[config.mk]
export PLATFORM = sky130hd
export DESIGN_NAME = ysyx_22040088_lsu
export DESIGN_NICKNAME = d
export VERILOG_FILES = /design/src/rtl/ysyx_22040088_lsu.sv
export SDC_FILE = /design/constraint.sdc
export NUM_CORES = 1
export LEC_CHECK = 0
export ABC_AREA = 1
export BUFFER_PORTS_ARGS = -buffer_cell sky130_fd_sc_hd__buf_4
export CAP_MARGIN = 25
export CORE_MARGIN = 1.5
export CORE_UTILIZATION = 45
export DETAILED_ROUTE_END_ITERATION = 6
export GPL_TIMING_DRIVEN = 0
export PLACE_DENSITY = 0.71
export SLEW_MARGIN = 20
export SYNTH_ARGS = -nofsm -noshare
export SYNTH_HDL_FRONTEND = slang
export SYNTH_SLANG_ARGS = --single-unit
[constraint.sdc]
create_clock -name clk -period 5.1 [get_ports clk]
set_input_delay 0.765 -clock clk [delete_from_list [all_inputs] [get_ports clk]]
set_output_delay 0.765 -clock clk [all_outputs]
set_load 0.02 [all_outputs]
[src/rtl/ysyx_22040088_lsu.sv]
// Load/store unit: one 8-byte-lane bus request per op, load align/extend, valid/ready to writeback.
// Optional: YSYX_22040088_LSU_MISALIGN_CHECK_EN faults misaligned accesses instead of aligning them down.
module ysyx_22040088_lsu #(
  parameter int AW = 64,
  parameter int DW = 64
) (
  input  logic          clk,
  input  logic          rst_n,
  input  logic          in_valid,
  output logic          in_ready,
  input  logic          mem_ena,
  input  logic          mem_wen,
  input  logic [3:0]    mem_mask,
  input  logic [1:0]    sel_memdata,
  input  logic [AW-1:0] addr,
  input  logic [DW-1:0] wdata,
  output logic          out_valid,
  input  logic          out_ready,
  output logic [DW-1:0] rdata,
  output logic          out_err,
  output logic          bus_req_valid,
  input  logic          bus_req_ready,
  output logic [AW-1:0] bus_addr,
  output logic          bus_wen,
  output logic [DW-1:0] bus_wdata,
  output logic [7:0]    bus_wstrb,
  input  logic          bus_resp_valid,
  output logic          bus_resp_ready,
  input  logic [DW-1:0] bus_rdata,
  input  logic          bus_resp_err
);

  typedef enum logic [1:0] {IDLE, REQ, RESP, DONE} state_t;

  state_t        state, state_nxt;
  logic [3:0]    op_mask;
  logic          op_wen;
  logic [1:0]    op_sel;
  logic [2:0]    op_off;
  logic [2:0]    amask, off;
  logic [7:0]    lane_ones;
  logic          onehot, misalign, fault;
  logic [DW-1:0] raw, load_val;

  // amask keeps the offset bits that are legal for the access size
  always_comb begin
    amask     = 3'b111;
    lane_ones = 8'h01;
    case (mem_mask)
      4'b0001: begin amask = 3'b000; lane_ones = 8'hFF; end
      4'b0010: begin amask = 3'b100; lane_ones = 8'h0F; end
      4'b0100: begin amask = 3'b110; lane_ones = 8'h03; end
      default: begin amask = 3'b111; lane_ones = 8'h01; end
    endcase
  end

  assign onehot = (mem_mask == 4'b0001) || (mem_mask == 4'b0010) ||
                  (mem_mask == 4'b0100) || (mem_mask == 4'b1000);

`ifdef YSYX_22040088_LSU_MISALIGN_CHECK_EN
  assign misalign = |(addr[2:0] & ~amask);
  assign off      = addr[2:0];
`else
  assign misalign = 1'b0;
  assign off      = addr[2:0] & amask;
`endif

  assign fault = !onehot || misalign;

  assign in_ready       = (state == IDLE);
  assign bus_req_valid  = (state == REQ);
  assign bus_resp_ready = (state == RESP);
  assign out_valid      = (state == DONE);

  always_ff @(posedge clk or negedge rst_n) begin
    if (!rst_n) state <= IDLE;
    else        state <= state_nxt;
  end

  always_comb begin
    state_nxt = state;
    case (state)
      IDLE:    if (in_valid)       state_nxt = (!mem_ena || fault) ? DONE : REQ;
      REQ:     if (bus_req_ready)  state_nxt = RESP;
      RESP:    if (bus_resp_valid) state_nxt = DONE;
      DONE:    if (out_ready)      state_nxt = IDLE;
      default:                     state_nxt = IDLE;
    endcase
  end

  // Load path: bring the addressed lane down to bit 0, then extend by size
  assign raw = bus_rdata >> {op_off, 3'b000};

  always_comb begin
    load_val = raw;
    case (op_mask)
      4'b0010: load_val = (!op_sel[1] && op_sel[0]) ? {{32{raw[31]}}, raw[31:0]} : {32'b0, raw[31:0]};
      4'b0100: load_val = (!op_sel[1] && op_sel[0]) ? {{48{raw[15]}}, raw[15:0]} : {48'b0, raw[15:0]};
      4'b1000: load_val = (!op_sel[1] && op_sel[0]) ? {{56{raw[7]}},  raw[7:0]}  : {56'b0, raw[7:0]};
      default: load_val = raw;
    endcase
  end

  always_ff @(posedge clk or negedge rst_n) begin
    if (!rst_n) begin
      op_mask   <= '0;
      op_wen    <= 1'b0;
      op_sel    <= '0;
      op_off    <= '0;
      rdata     <= '0;
      out_err   <= 1'b0;
      bus_addr  <= '0;
      bus_wen   <= 1'b0;
      bus_wdata <= '0;
      bus_wstrb <= '0;
    end else begin
      case (state)
        IDLE: if (in_valid) begin
          op_mask <= mem_mask;
          op_wen  <= mem_wen;
          op_sel  <= sel_memdata;
          op_off  <= off;
          rdata   <= '0;
          out_err <= mem_ena && fault;
          // request fields only change on a real bus op, so they stay put through REQ
          if (mem_ena && !fault) begin
            bus_addr  <= {addr[AW-1:3], 3'b000};
            bus_wen   <= mem_wen;
            bus_wdata <= wdata << {off, 3'b000};
            bus_wstrb <= lane_ones << off;
          end
        end
        RESP: if (bus_resp_valid) begin
          out_err <= bus_resp_err;
          rdata   <= op_wen ? '0 : load_val;
        end
        default: ;
      endcase
    end
  end

endmodule

======== Word-level counts from Yosys, hierarchy flattened ========
Cells that the tools add are included.
word-level totals
  register bits after elaboration ......... 211
  output and inout port bits .............. 206
  word-level logic and storage cells ...... 64
  input port bits ......................... 207
cells by class
  mux-type cells .......................... 19
  shifts and indexed selects .............. 3
  bitwise logic cells ..................... 1
  reductions and logical operators ........ 16
  eq/ne operators ......................... 14
operators with widths
  cell                count
  $mux 64             6
  $pmux 64 s3         1
  $pmux 64 s2         1
  $shl 64x6->64       1
  $shr 64x6->64       1
  $pmux 8 s3          1
  $mux 2              5
  $pmux 3 s3          1
  $eq 4x2->1 const B  2
  $eq 4x3->1 const B  2
  $eq 4x4->1 const B  2
  $pmux 2 s4          1
  $shl 8x3->8         1
  $reduce_and 3->1    2
  $eq 2x2->1 const B  2
  $eq 4x1->1 const B  1
  $logic_or 1x1->1    4
  $ne 2x1->1 const B  2
  $ne 2x2->1 const B  2
  $reduce_and 4->1    1
  $and 3x3->3         1
  $logic_and 1x1->1   3
  $logic_not 1->1     3
  $eq 2x1->1 const B  1
  other kinds (5)     6

======== Logic depth before layout (Yosys ltp) ========
Gate-level depths: netlist of the first run.
  depth in word-level cells ............... 9
  depth in mapped cells ................... 12
  gate-level depth less buffers ........... 11

======== Least setup slack after synthesis of the first run ========
No wires, ideal clock.
  path kind ............................... input port to flip-flop
  start ................................... input port mem_mask[2]
  end ..................................... register bus_wdata[15]
  data required time ...................... 4.983 ns
  stages on the path ...................... 9
  path buffers ............................ 3
  library setup time ...................... 0.117 ns
  arrival ................................. 1.842 ns
  slack ................................... 3.141 ns
  cells stage by stage .................... nor2_1 -> nand3_2 -> nand3_2 -> nand3_4 -> buf_6 -> buf_6 -> buf_2 -> nand2_1 -> nand2_1
on the way
  longest elaborated chain between the ends .. 6
  elaborated cells between the ends (all ways) .. 12
  classes of those cells .................. eq/ne (4); shift (1); mux (1); bitwise (1); reduce/logical (5)
RTL lines
  element                                                                line  source
  from (decl)                                                            13    input logic [3:0] mem_mask,
  parallel branches: the longest is 6 deep, another holds $shl 64x6->64  --
  to (signal assigned)                                                   129   bus_wdata <= wdata << {off, 3'b000};
  to (decl)                                                              25    output logic [DW-1:0] bus_wdata,
Parallel ways; which one is timed is not known.
A chain may end at the register's enable or synchronous reset.

======== Worst setup path after layout of the first run ========
  start ................................... register state[1]
  end ..................................... register bus_wdata[56]
on the way
  longest elaborated chain between the ends .. 2
RTL lines
  element                     line  source
  from (decl)                 35    state_t state, state_nxt;
  from (signal assigned)      77    else state <= state_nxt;
  $logic_not 2->1             117   case (state)
  $reduce_and 3->1 (no line)  --
No other way between the ends.

==> results of run 1 <==
## routing by layer
layer / track usage / part of all wire / vias to the layer above
met3: 0.0622 / 0.089 / 190
li1: - / - / 6589
met4: 0.198 / 0.057 / 0
met5: 0 / 0 / -
met1: 0.479 / 0.38 / 6734
met2: 0.641 / 0.47 / 875
## placed cells by master, fill, tap and decap left out, types with 2 or more instances in the layout
master and count:
sky130_fd_sc_hd__o22ai_1 2, sky130_fd_sc_hd__nand3b_1 2, sky130_fd_sc_hd__buf_16 2, sky130_fd_sc_hd__nand3_1 222, sky130_fd_sc_hd__nand2_2 4, sky130_fd_sc_hd__a21oi_1 19
sky130_fd_sc_hd__nor2_4 3, sky130_fd_sc_hd__bufinv_16 4, sky130_fd_sc_hd__nand2_1 778, sky130_fd_sc_hd__nor2_1 72, sky130_fd_sc_hd__buf_4 421, sky130_fd_sc_hd__nand3_2 2
sky130_fd_sc_hd__clkbuf_8 2, sky130_fd_sc_hd__nand2b_1 2, sky130_fd_sc_hd__o21ai_1 34, sky130_fd_sc_hd__inv_2 4, sky130_fd_sc_hd__nand4_1 61, sky130_fd_sc_hd__or2_2 6
sky130_fd_sc_hd__clkbuf_16 24, sky130_fd_sc_hd__buf_1 9, sky130_fd_sc_hd__o21ai_0 101, sky130_fd_sc_hd__o31ai_1 7, sky130_fd_sc_hd__dfrtp_1 211, sky130_fd_sc_hd__nor2_2 2
sky130_fd_sc_hd__clkbuf_1 39, sky130_fd_sc_hd__o211ai_1 6, sky130_fd_sc_hd__buf_6 9, sky130_fd_sc_hd__a2bb2oi_1 3, sky130_fd_sc_hd__clkinv_2 8, sky130_fd_sc_hd__ha_1 4
sky130_fd_sc_hd__nand3_4 2, sky130_fd_sc_hd__inv_1 92, sky130_fd_sc_hd__conb_1 3, sky130_fd_sc_hd__buf_2 56
## state kept, by name, summed over array words and instances (netlist names)
register and count:
bus_addr 61, out_err 1, rdata 64, op_mask 4, bus_wstrb 8, op_wen 1
op_sel 2, bus_wdata 64, state 2, bus_wen 1, op_off 3
## path summary, 6_finish.rpt
check,start,to,slack [ns],cells past startpoint
max in group asynchronous,rst_n,bus_addr[39],4.30,2
hold / removal,rst_n,rdata[40],0.04,1
setup reg to reg,state[1],bus_wdata[56],2.70,9
hold reg to reg,bus_addr[22],bus_addr[22],0.48,2
setup / recovery,state[1],bus_wdata[56],2.70,9
min in group clk,addr[56],bus_addr[56],0.42,3
## critical path, stage by stage, from the launching register on
cell,delay [ns]
sky130_fd_sc_hd__dfrtp_1,0.40
sky130_fd_sc_hd__inv_1,0.12
sky130_fd_sc_hd__ha_1,0.27
sky130_fd_sc_hd__nand2_1,0.20
sky130_fd_sc_hd__inv_1,0.29
sky130_fd_sc_hd__nand3_4,0.16
sky130_fd_sc_hd__nor2_4,0.30
sky130_fd_sc_hd__buf_2,0.35
sky130_fd_sc_hd__nand3_1,0.13
sky130_fd_sc_hd__nand3_1,0.09
## report_power, final
part	switching (µW)	internal [µW]
clock	736	1100
sequential	439	2370
combinational	3530	1920
total	4710	5380
## through the flow
| stage | setup WS [ns] | instance area (µm²) | hold slack [ns] | power, µW |
|---|---|---|---|---|
| after floorplan | 3.14 | 12200 | 0.449 | 5780 |
| after global placement | 1.81 | 15700 | 0.465 | 8090 |
| after CTS | 2.70 | 16600 | 0.0249 | 10000 |
| after global routing | 2.51 | 16600 | 0.0395 | 10600 |
| final | 2.70 | 16600 | 0.0366 | 10100 |
| after detailed placement | 2.52 | 15700 | 0.466 | 8180 |
## area by class of cell
cell class | instances | area, µm²
timing repair buffer | 410 | 3130
clock buffer | 29 | 639
tap | 341 | 427
inverter | 98 | 370
sequential | 211 | 5280
multi-input combinational | 1340 | 5880
clock inverter | 14 | 185
fill | 2362 | 10200
buffer | 124 | 656
## cell families (layout without fill, tap and decap cells)
family | after synthesis | count (layout) | synth area share
flops | 211 | 211 | 0.434
simple gates | 1159 | 1159 | 0.402
compound gates | 174 | 174 | 0.0758
other cells | 1 | 3 | 0.000308
fa+ha+maj | 4 | 4 | 0.00411
buf+inv | 222 | 675 | 0.0843
## synthesized netlist by cell type, drive strengths merged (3+ instances only)
cell and n:
or2 8, o31ai 7, a2bb2oi 3, ha 4, inv 97, o21ai 135, nand2 782, o211ai 6
nand4 61, a21oi 19, clkbuf 36, nand3 226, buf 88, dfrtp 211, nor2 77
==> tab_implementation.tex, run 1 <==
\begin{tabular}{lr}
\hline
Metric & Value \\
\hline
\multicolumn{2}{l}{\textbf{Clock tree}} \\
Clk slew on worst S/H paths & 0.06 ns \\
Post-CTS setup repair buffer count & 0 \\
CTS Root Buffer Type & sky130\_fd\_sc\_hd\_\_clkbuf\_16 \\
Number of buffers inserted for hold repair after clock tree synthesis & 0 \\
CTS tree & done \\
Post-cts resize count & 0 \\
Clock net sink count & 211 \\
Count of H-tree levels built during CTS & 1 \\
CTS Buffer Depth & 3 \\
Clock insertion delay at the later pin of the skew report & 0.53 ns \\
Number of buffers created by CTS & 24 \\
\multicolumn{2}{l}{\textbf{Drt}} \\
Initial drt markers & 1441 \\
First-pass detailed-route iteration total & 6 \\
Aggregate routed wire length & 55000 µm \\
Routed wirelength normalized by instance count & 21.4 µm \\
Vias per std cell & 5.60 \\
Antenna-violating nets left & 0 \\
DR vias & 14.4k \\
Remaining design rule violation count & 0 \\
\multicolumn{2}{l}{\textbf{Finish}} \\
Number of antenna diodes & 0 \\
Finished Layout Cells & 2567 \\
Net count reported at finish & 2420 \\
Fin util & 0.620 \\
Area growth, synth to finish & 36.0\% \\
Share of layout cells above drive strength 1 & 0.248 \\
\multicolumn{2}{l}{\textbf{Timing}} \\
Worst-margin pin slew & 0.698 ns \\
Slew headroom & 0.530 \\
Slew Limit Fails & 0 \\
Setup violators final & 0 \\
Timing-limited maximum frequency & 0.417 GHz \\
Setup total negative slack & 0 ns \\
Time the final worst path needs with I/O delays and setup & 2.40 ns \\
Share of the clock period used by the worst path & 0.470 \\
Clock Skew & 0.00760 ns \\
Unrepaired setup endpoints after global routing & false \\
Final Hold Fails & 0 \\
\multicolumn{2}{l}{\textbf{Synth}} \\
Count of flip-flops with a built-in enable after synthesis & 0 \\
Synthesized area per cell & 6.88 µm² \\
Register bit count reported by yosys & 211 \\
Share of flip-flops with an asynchronous set or reset after synthesis & 1.00 \\
Number of distinct standard cells referenced by the synthesized netlist & 36 \\
Area share of the leading cell type in the synthesized netlist & 0.434 \\
Cells after Synth & 1771 \\
Sequential area share after synthesis & 0.434 \\
Netlist Area Pre-Place & 0.0122 mm² \\
Most used DFF post-synth & sky130\_fd\_sc\_hd\_\_dfrtp\_1 \\
Total of warnings raised by yosys & 0 \\
Leading post-synthesis cells by cell area & sky130\_fd\_sc\_hd\_\_dfrtp\_1, sky130\_fd\_sc\_hd\_\_nand2\_1, sky130\_fd\_sc\_hd\_\_nand3\_1 \\
Dominant cell type by area after synthesis & sky130\_fd\_sc\_hd\_\_dfrtp\_1 \\
\multicolumn{2}{l}{\textbf{Power and ir drop}} \\
Power Density & 609 mW/mm² \\
Leakage dissipation & 0.00925 µW \\
Worst IR drop on VDD & 369 µV \\
\multicolumn{2}{l}{\textbf{Worst setup path}} \\
Arrival time of data at the critical path endpoint & 2.87 ns \\
CP Launch Type & register \\
Element type at the critical path end & register \\
Biggest fanout along the worst timing path & 10 \\
Required time at the worst-slack endpoint & 5.57 ns \\
Start-to-end type of the worst setup path & reg2reg \\
\multicolumn{2}{l}{\textbf{Placement}} \\
Weighted congestion at the end of routability-driven global placement & 1.02 \\
Post-DP HPWL & 42900 µm \\
Post-Place Cells & 2524 \\
Port-buffer cells & 408 \\
\multicolumn{2}{l}{\textbf{Die}} \\
Initial standard-cell utilization of the core & 0.456 \\
Chip height & 167 µm \\
Total core area & 0.0267 mm² \\
Placement row count & 60 \\
I/O pins & 413 \\
Die boundary width & 167 µm \\
Die area & 0.0281 mm² \\
\multicolumn{2}{l}{\textbf{Global route}} \\
Initial antenna violation count & 0 \\
Via count of the first global-routing pass & 14.1k \\
Grt total ovfl & 0 \\
Pin count of the biggest net entering global routing & 103 \\
Total Routing Usage GR & 0.383 \\
Global-route wire length before repair & 81900 µm \\
\multicolumn{2}{l}{\textbf{Worst hold path}} \\
Class of the worst hold path & in2async \\
\multicolumn{2}{l}{\textbf{Status}} \\
Status & complete, no violations \\
\multicolumn{2}{l}{\textbf{Run}} \\
Max-cap violations & 0 \\
\hline
\end{tabular}
Power figures use the tool's default switching activity.
==> run 2: changes to the inputs <==
==> constraint.sdc (replaced) <==
create_clock -name clk -period 2.3 [get_ports clk]
set_input_delay 0.345 -clock clk [delete_from_list [all_inputs] [get_ports clk]]
set_output_delay 0.345 -clock clk [all_outputs]
set_load 0.02 [all_outputs]
==> run 2 against run 1 <==
The run now ends with design-rule violations left; sequential power rose by 120%; first-iteration DRC count rose by 2.7%; routed wire length rose by 0.51%; non-clock buffer count rose by 14; critical path type unchanged; largest cell class unchanged; largest power group unchanged.
==> tab_implementation.tex, run 2 (synthesis gave the netlist of run 1 again) <==
\begin{tabular}{lr}
\hline
Metric & Value \\
\hline
\multicolumn{2}{l}{\textbf{Finish}} \\
Largest registers & bus\_wdata x64, rdata x64, bus\_addr x61 \\
Commonest non-fill, non-tap cell in the layout & sky130\_fd\_sc\_hd\_\_nand2\_1 \\
Most used cells in the layout excluding fill and tap cells & sky130\_fd\_sc\_hd\_\_nand2\_1, sky130\_fd\_sc\_hd\_\_buf\_4, sky130\_fd\_sc\_hd\_\_nand3\_1 \\
Net count reported at finish & 2434 \\
Area growth, synth to finish & 37.4\% \\
Share of layout cells above drive strength 1 & 0.252 \\
Number of antenna diodes & 0 \\
Finished Layout Cells & 2581 \\
Fin util & 0.626 \\
\multicolumn{2}{l}{\textbf{Timing}} \\
Timing-limited maximum frequency & 0.447 GHz \\
Slew headroom & 0.511 \\
Final worst hold slack & 0.00675 ns \\
Setup violators final & 0 \\
Clock Skew & 0.00571 ns \\
Time the final worst path needs with I/O delays and setup & 2.24 ns \\
Worst-margin pin slew & 0.726 ns \\
Share of the clock period used by the worst path & 0.972 \\
Unrepaired setup endpoints after global routing & false \\
Final Hold Fails & 0 \\
Setup total negative slack & 0 ns \\
Slew Limit Fails & 0 \\
\multicolumn{2}{l}{\textbf{Die}} \\
Chip height & 167 µm \\
Total core area & 0.0267 mm² \\
Initial standard-cell utilization of the core & 0.456 \\
Die area & 0.0281 mm² \\
Placement row count & 60 \\
I/O pins & 413 \\
Die boundary width & 167 µm \\
\multicolumn{2}{l}{\textbf{Clock tree}} \\
Clk slew on worst S/H paths & 0.06 ns \\
CTS tree & done \\
CTS Buffer Depth & 3 \\
Count of H-tree levels built during CTS & 1 \\
CTS Root Buffer Type & sky130\_fd\_sc\_hd\_\_clkbuf\_16 \\
Clock insertion delay at the later pin of the skew report & 0.54 ns \\
Clock net sink count & 211 \\
Number of buffers created by CTS & 24 \\
\multicolumn{2}{l}{\textbf{Global route}} \\
Initial antenna violation count & 0 \\
Total Routing Usage GR & 0.385 \\
Grt total ovfl & 0 \\
Global-route wire length before repair & 82400 µm \\
Pin count of the biggest net entering global routing & 103 \\
Via count of the first global-routing pass & 14.2k \\
\multicolumn{2}{l}{\textbf{Worst setup path}} \\
Arrival time of data at the critical path endpoint & 2.66 ns \\
Worst r2r path cells & 9 \\
Cell repeated most along the worst path & sky130\_fd\_sc\_hd\_\_nand2\_1 \\
Worst-path cell chain & buf\_2 -> clkbuf\_1 -> o21ai\_0 -> o21ai\_0 -> nand2\_1 -> nand3\_1 -> nand2\_1 -> nand2\_1 -> nand2\_1 \\
Largest stage delay, worst path & 0.48 ns \\
Required time at the worst-slack endpoint & 2.72 ns \\
Biggest fanout along the worst timing path & 10 \\
Element type at the critical path end & register \\
Start-to-end type of the worst setup path & reg2reg \\
CP Launch Type & register \\
Worst-path cell with the longest stage delay & sky130\_fd\_sc\_hd\_\_dfrtp\_1 \\
\multicolumn{2}{l}{\textbf{Power and ir drop}} \\
Psw & 10500 µW \\
Proportion of power drawn by combinational gates & 0.543 \\
Sw Ratio & 0.466 \\
Fraction of power consumed by the clock network & 0.180 \\
Part of the power in registers & 0.278 \\
Worst IR drop on VDD & 815 µV \\
Leakage dissipation & 0.00932 µW \\
Design internal power & 12000 µW \\
Power Density & 1340 mW/mm² \\
\multicolumn{2}{l}{\textbf{Status}} \\
Failing checks & design-rule violations \\
Status & finished, violations left \\
\multicolumn{2}{l}{\textbf{Run}} \\
Max-cap violations & 0 \\
\multicolumn{2}{l}{\textbf{Drt}} \\
Aggregate routed wire length & 55200 µm \\
DR vias & 14.5k \\
Antenna-violating nets left & 0 \\
Initial drt markers & 1480 \\
Vias per std cell & 5.61 \\
Remaining design rule violation count & 3 \\
Routed wirelength normalized by instance count & 21.4 µm \\
First-pass detailed-route iteration total & 7 \\
\multicolumn{2}{l}{\textbf{Placement}} \\
Post-Place Cells & 2524 \\
Weighted congestion at the end of routability-driven global placement & 1.02 \\
Post-DP HPWL & 42900 µm \\
Port-buffer cells & 408 \\
\multicolumn{2}{l}{\textbf{Worst hold path}} \\
Hold-critical path depth & 3 \\
Class of the worst hold path & in2reg \\
\hline
\end{tabular}
run 2: changes by cell type in the layout (fill, tap and decap cells not counted), moves of 3 or more:
cell / delta
sky130_fd_sc_hd__clkbuf_4: +7
sky130_fd_sc_hd__buf_2: -9
sky130_fd_sc_hd__clkbuf_1: -3
sky130_fd_sc_hd__buf_4: +4
sky130_fd_sc_hd__clkbuf_2: +4
sky130_fd_sc_hd__dlygate4sd3_1: +11
run 2: per-layer routing:
| layer | routed length, µm | vias to the layer above | share of wire | global-route usage |
|---|---|---|---|---|
| li1 | - | 6621 | - | - |
| met1 | 21200 | 6777 | 0.38 | 0.480 |
| met2 | 25800 | 858 | 0.47 | 0.641 |
| met3 | 4850 | 212 | 0.088 | 0.0636 |
| met4 | 3390 | 0 | 0.061 | 0.206 |
| met5 | 0 | - | 0 | 0 |
run 2: critical path: cells and delay by family, from the launching register on:
kind | cells | cell delay [ns]
compound gates | 2 | 0.46
buf+inv | 2 | 0.76
flops | 1 | 0.48
simple gates | 5 | 0.42
run 2: area by class of cell:
class	count	area, µm²
flip-flops and latches	211	5280
plain buffers	124	687
inverters	98	374
clock inverters	14	185
well taps	341	427
fillers	2335	9990
multi-input cells	1340	5880
repair buffers	424	3260
clock buffers	29	639
run 2: worst paths after layout:
kind	start	to	slack (ns)
max reg2reg	op_off[1]	rdata[9]	0.06
min	addr[62]	bus_addr[62]	0.007
min reg2reg	bus_addr[8]	bus_addr[8]	0.48
min in group asynchronous	rst_n	rdata[34]	0.22
max in group asynchronous	rst_n	bus_addr[33]	1.33
max	op_off[1]	rdata[9]	0.06
run 2: what timing repair did:
item	in CTS	in global routing
gates resized for setup	4	16
endpoints found under the setup margin	45	148
setup buffers	0	3
endpoints found under the hold margin	139	0
pin swaps	0	1
hold buffers	11	0
run 2: power by group through the flow:
stage | combinational, µW | sequential, µW | clock [µW]
finish | 12200 | 6240 | 4040
global route | 13000 | 6390 | 4220
CTS | 12000 | 6200 | 4080
detailed placement | 11900 | 6220 | 0
global placement | 11800 | 6170 | 0
floorplan | 4950 | 7870 | 0
run 2: through the flow:
step / total power, µW / cell area [µm²] / setup WS [ns]
2_1_floorplan: 12800 / 12200 / 0.373
3_3_place_gp: 17900 / 15700 / -0.573
3_5_place_dp: 18100 / 15700 / -0.0418
5_1_grt: 23600 / 16700 / 0.0353
6_report: 22500 / 16700 / 0.0641
4_1_cts: 22300 / 16700 / 0.0216
==> run 3: changes to the inputs <==
--- a/config.mk
+++ b/config.mk
@@ -8,6 +8,7 @@
 export ABC_AREA = 1
 export BUFFER_PORTS_ARGS = -buffer_cell sky130_fd_sc_hd__buf_4
 export CAP_MARGIN = 25
+export CORE_ASPECT_RATIO = 1.75
 export CORE_MARGIN = 1.5
 export CORE_UTILIZATION = 45
 export DETAILED_ROUTE_END_ITERATION = 6
==> run 3 against run 2 <==
Hold slack improved by 0.0049 ns; die area increased by 0.14%; worst setup slack got worse by 0.11 ns; power decreased by 0.24%; the run ends with negative setup slack left; global-route usage increased by 2.8 points; via count increased by 2.4%; count of clock-buffer cells in the layout decreased by 3; highest routed layer unchanged; largest power group unchanged.
==> tab_implementation.tex, run 3 (synthesis gave the netlist of run 1 again) <==
\begin{tabular}{lr}
\hline
Metric & Value \\
\hline
\multicolumn{2}{l}{\textbf{Status}} \\
Status & finished, violations left \\
Failing checks & negative setup slack \\
\multicolumn{2}{l}{\textbf{Drt}} \\
Vias per std cell & 5.80 \\
Routed wirelength normalized by instance count & 23.5 µm \\
Remaining design rule violation count & 0 \\
Antenna-violating nets left & 0 \\
First-pass detailed-route iteration total & 6 \\
Aggregate routed wire length & 60000 µm \\
DR vias & 14.8k \\
Initial drt markers & 1435 \\
\multicolumn{2}{l}{\textbf{Timing}} \\
Slew headroom & 0.301 \\
Setup total negative slack & -0.0659 ns \\
Fin worst setup slack & -0.0487 ns \\
Setup violators final & 3 \\
Slew Limit Fails & 0 \\
Time the final worst path needs with I/O delays and setup & 2.35 ns \\
Final worst hold slack & 0.0116 ns \\
Share of the clock period used by the worst path & 1.02 \\
Final Hold Fails & 0 \\
Clock Skew & 0.0121 ns \\
Worst-margin pin slew & 1.04 ns \\
Timing-limited maximum frequency & 0.426 GHz \\
\multicolumn{2}{l}{\textbf{Clock tree}} \\
CTS Root Buffer Type & sky130\_fd\_sc\_hd\_\_clkbuf\_16 \\
Clk slew on worst S/H paths & 0.07 ns \\
Number of buffers created by CTS & 21 \\
CTS Buffer Depth & 3 \\
Clock insertion delay at the later pin of the skew report & 0.53 ns \\
Count of H-tree levels built during CTS & 1 \\
CTS tree & done \\
Clock net sink count & 211 \\
\multicolumn{2}{l}{\textbf{Global route}} \\
Via count of the first global-routing pass & 14.5k \\
Met2 Resource Use GR & 0.739 \\
Global-route wire length before repair & 85600 µm \\
Pin count of the biggest net entering global routing & 98 \\
Initial antenna violation count & 0 \\
Total Routing Usage GR & 0.413 \\
Grt total ovfl & 0 \\
Fraction of met3 tracks used by global routing & 0.0629 \\
GRT busiest layer & met2 \\
Met1 track demand over resource in global routing & 0.409 \\
\multicolumn{2}{l}{\textbf{Worst setup path}} \\
Element type at the critical path end & register \\
Cell repeated most along the worst path & sky130\_fd\_sc\_hd\_\_nand2\_1 \\
Start-to-end type of the worst setup path & reg2reg \\
Required time at the worst-slack endpoint & 2.71 ns \\
Worst-path cell with the longest stage delay & sky130\_fd\_sc\_hd\_\_o21ai\_0 \\
Worst-path cell chain & buf\_4 -> buf\_6 -> buf\_2 -> nand2\_1 -> nand2\_1 -> o21ai\_0 -> o21ai\_0 -> nand2\_1 -> o21ai\_1 \\
CP Launch Type & register \\
Register-to-Register Setup Slack & -0.05 ns \\
Biggest fanout along the worst timing path & 10 \\
Largest stage delay, worst path & 0.81 ns \\
Arrival time of data at the critical path endpoint & 2.76 ns \\
\multicolumn{2}{l}{\textbf{Finish}} \\
Share of layout cells above drive strength 1 & 0.252 \\
Commonest non-fill, non-tap cell in the layout & sky130\_fd\_sc\_hd\_\_nand2\_1 \\
Largest registers & bus\_wdata x64, rdata x64, bus\_addr x61 \\
Total of fill cells in the finished design & 2352 \\
Net count reported at finish & 2430 \\
Most used cells in the layout excluding fill and tap cells & sky130\_fd\_sc\_hd\_\_nand2\_1, sky130\_fd\_sc\_hd\_\_buf\_4, sky130\_fd\_sc\_hd\_\_nand3\_1 \\
Area occupied by multi-input gates & 0.00588 mm² \\
Register area & 0.00528 mm² \\
Number of antenna diodes & 0 \\
Area growth, synth to finish & 36.3\% \\
\multicolumn{2}{l}{\textbf{Placement}} \\
Weighted congestion at the end of routability-driven global placement & 1.06 \\
Port-buffer cells & 408 \\
Post-DP HPWL & 47300 µm \\
\multicolumn{2}{l}{\textbf{Run}} \\
Max-cap violations & 0 \\
\multicolumn{2}{l}{\textbf{Power and ir drop}} \\
Sw Ratio & 0.479 \\
Design internal power & 11700 µW \\
Leakage dissipation & 0.00928 µW \\
Power Density & 1350 mW/mm² \\
Psw & 10700 µW \\
Fraction of power consumed by the clock network & 0.164 \\
Part of the power in registers & 0.279 \\
Proportion of power drawn by combinational gates & 0.557 \\
Worst IR drop on VDD & 1010 µV \\
\multicolumn{2}{l}{\textbf{Worst hold path}} \\
Class of the worst hold path & in2reg \\
\multicolumn{2}{l}{\textbf{Die}} \\
Die boundary width & 127 µm \\
Die area & 0.0281 mm² \\
Placement row count & 79 \\
Initial standard-cell utilization of the core & 0.458 \\
Chip height & 221 µm \\
I/O pins & 413 \\
Total core area & 0.0266 mm² \\
\hline
\end{tabular}
==> run 3: layout make-up <==
class                      count  area share
multi-input combinational   1340       0.355
sequential                   211       0.318
timing repair buffer         424       0.196
buffer                       123      0.0415
clock buffer                  26      0.0340
tap                          324      0.0244
inverter                      98      0.0224
clock inverter                11     0.00875
==> run 3: path summary, 6_finish.rpt <==
check                      cells after the start       from            to
min reg2reg                                    2   rdata[6]      rdata[6]
min                                            3   addr[50]  bus_addr[50]
max reg2reg                                    9  op_off[0]     rdata[37]
min in group asynchronous                      2      rst_n     rdata[40]
max in group asynchronous                      3      rst_n  bus_addr[39]
max                                            9  op_off[0]     rdata[37]
==> run 3: power by group through the flow <==
stage | clock (µW) | sequential [µW] | combinational (µW)
final | 3680 | 6260 | 12500
after detailed placement | 0 | 6220 | 12100
after CTS | 3700 | 6200 | 12200
after global routing | 3810 | 6380 | 13200
after floorplan | 0 | 7870 | 4950
after global placement | 0 | 6170 | 11900
==> run 3: worst max-delay path: cells and delay by family, from the launching register on <==
| kind | cells | cell delay [ns] |
|---|---|---|
| compound gates | 3 | 1.04 |
| buf+inv | 3 | 0.53 |
| flops | 1 | 0.36 |
| simple gates | 3 | 0.30 |
==> run 3: stage by stage <==
stage	std cells	util	instance area (µm²)	total power (µW)	setup slack (ns)
after global placement	2505	0.589	15700	18100	-0.517
after floorplan	1773	-	12200	12800	0.373
after CTS	2555	0.622	16500	22100	0.0279
after global routing	2557	0.624	16600	23400	-0.0110
after detailed placement	2507	0.591	15700	18300	-0.145
final	2557	0.624	16600	22400	-0.0487
==> run 3: repair_timing <==
action                     in CTS  in global routing
pin swaps                       1                  1
setup endpoints to repair      29                 99
gates resized for setup         6                 21
hold buffers                   10                  0
buffers inserted                2                  2
hold endpoints to repair       48                  0
==> run 3: layer usage <==
| metal | vias to the layer above | routed length, µm |
|---|---|---|
| li1 | 6604 | - |
| met1 | 6931 | 19400 |
| met2 | 1007 | 30200 |
| met3 | 280 | 4370 |
| met4 | 0 | 6070 |
| met5 | - | 0 |
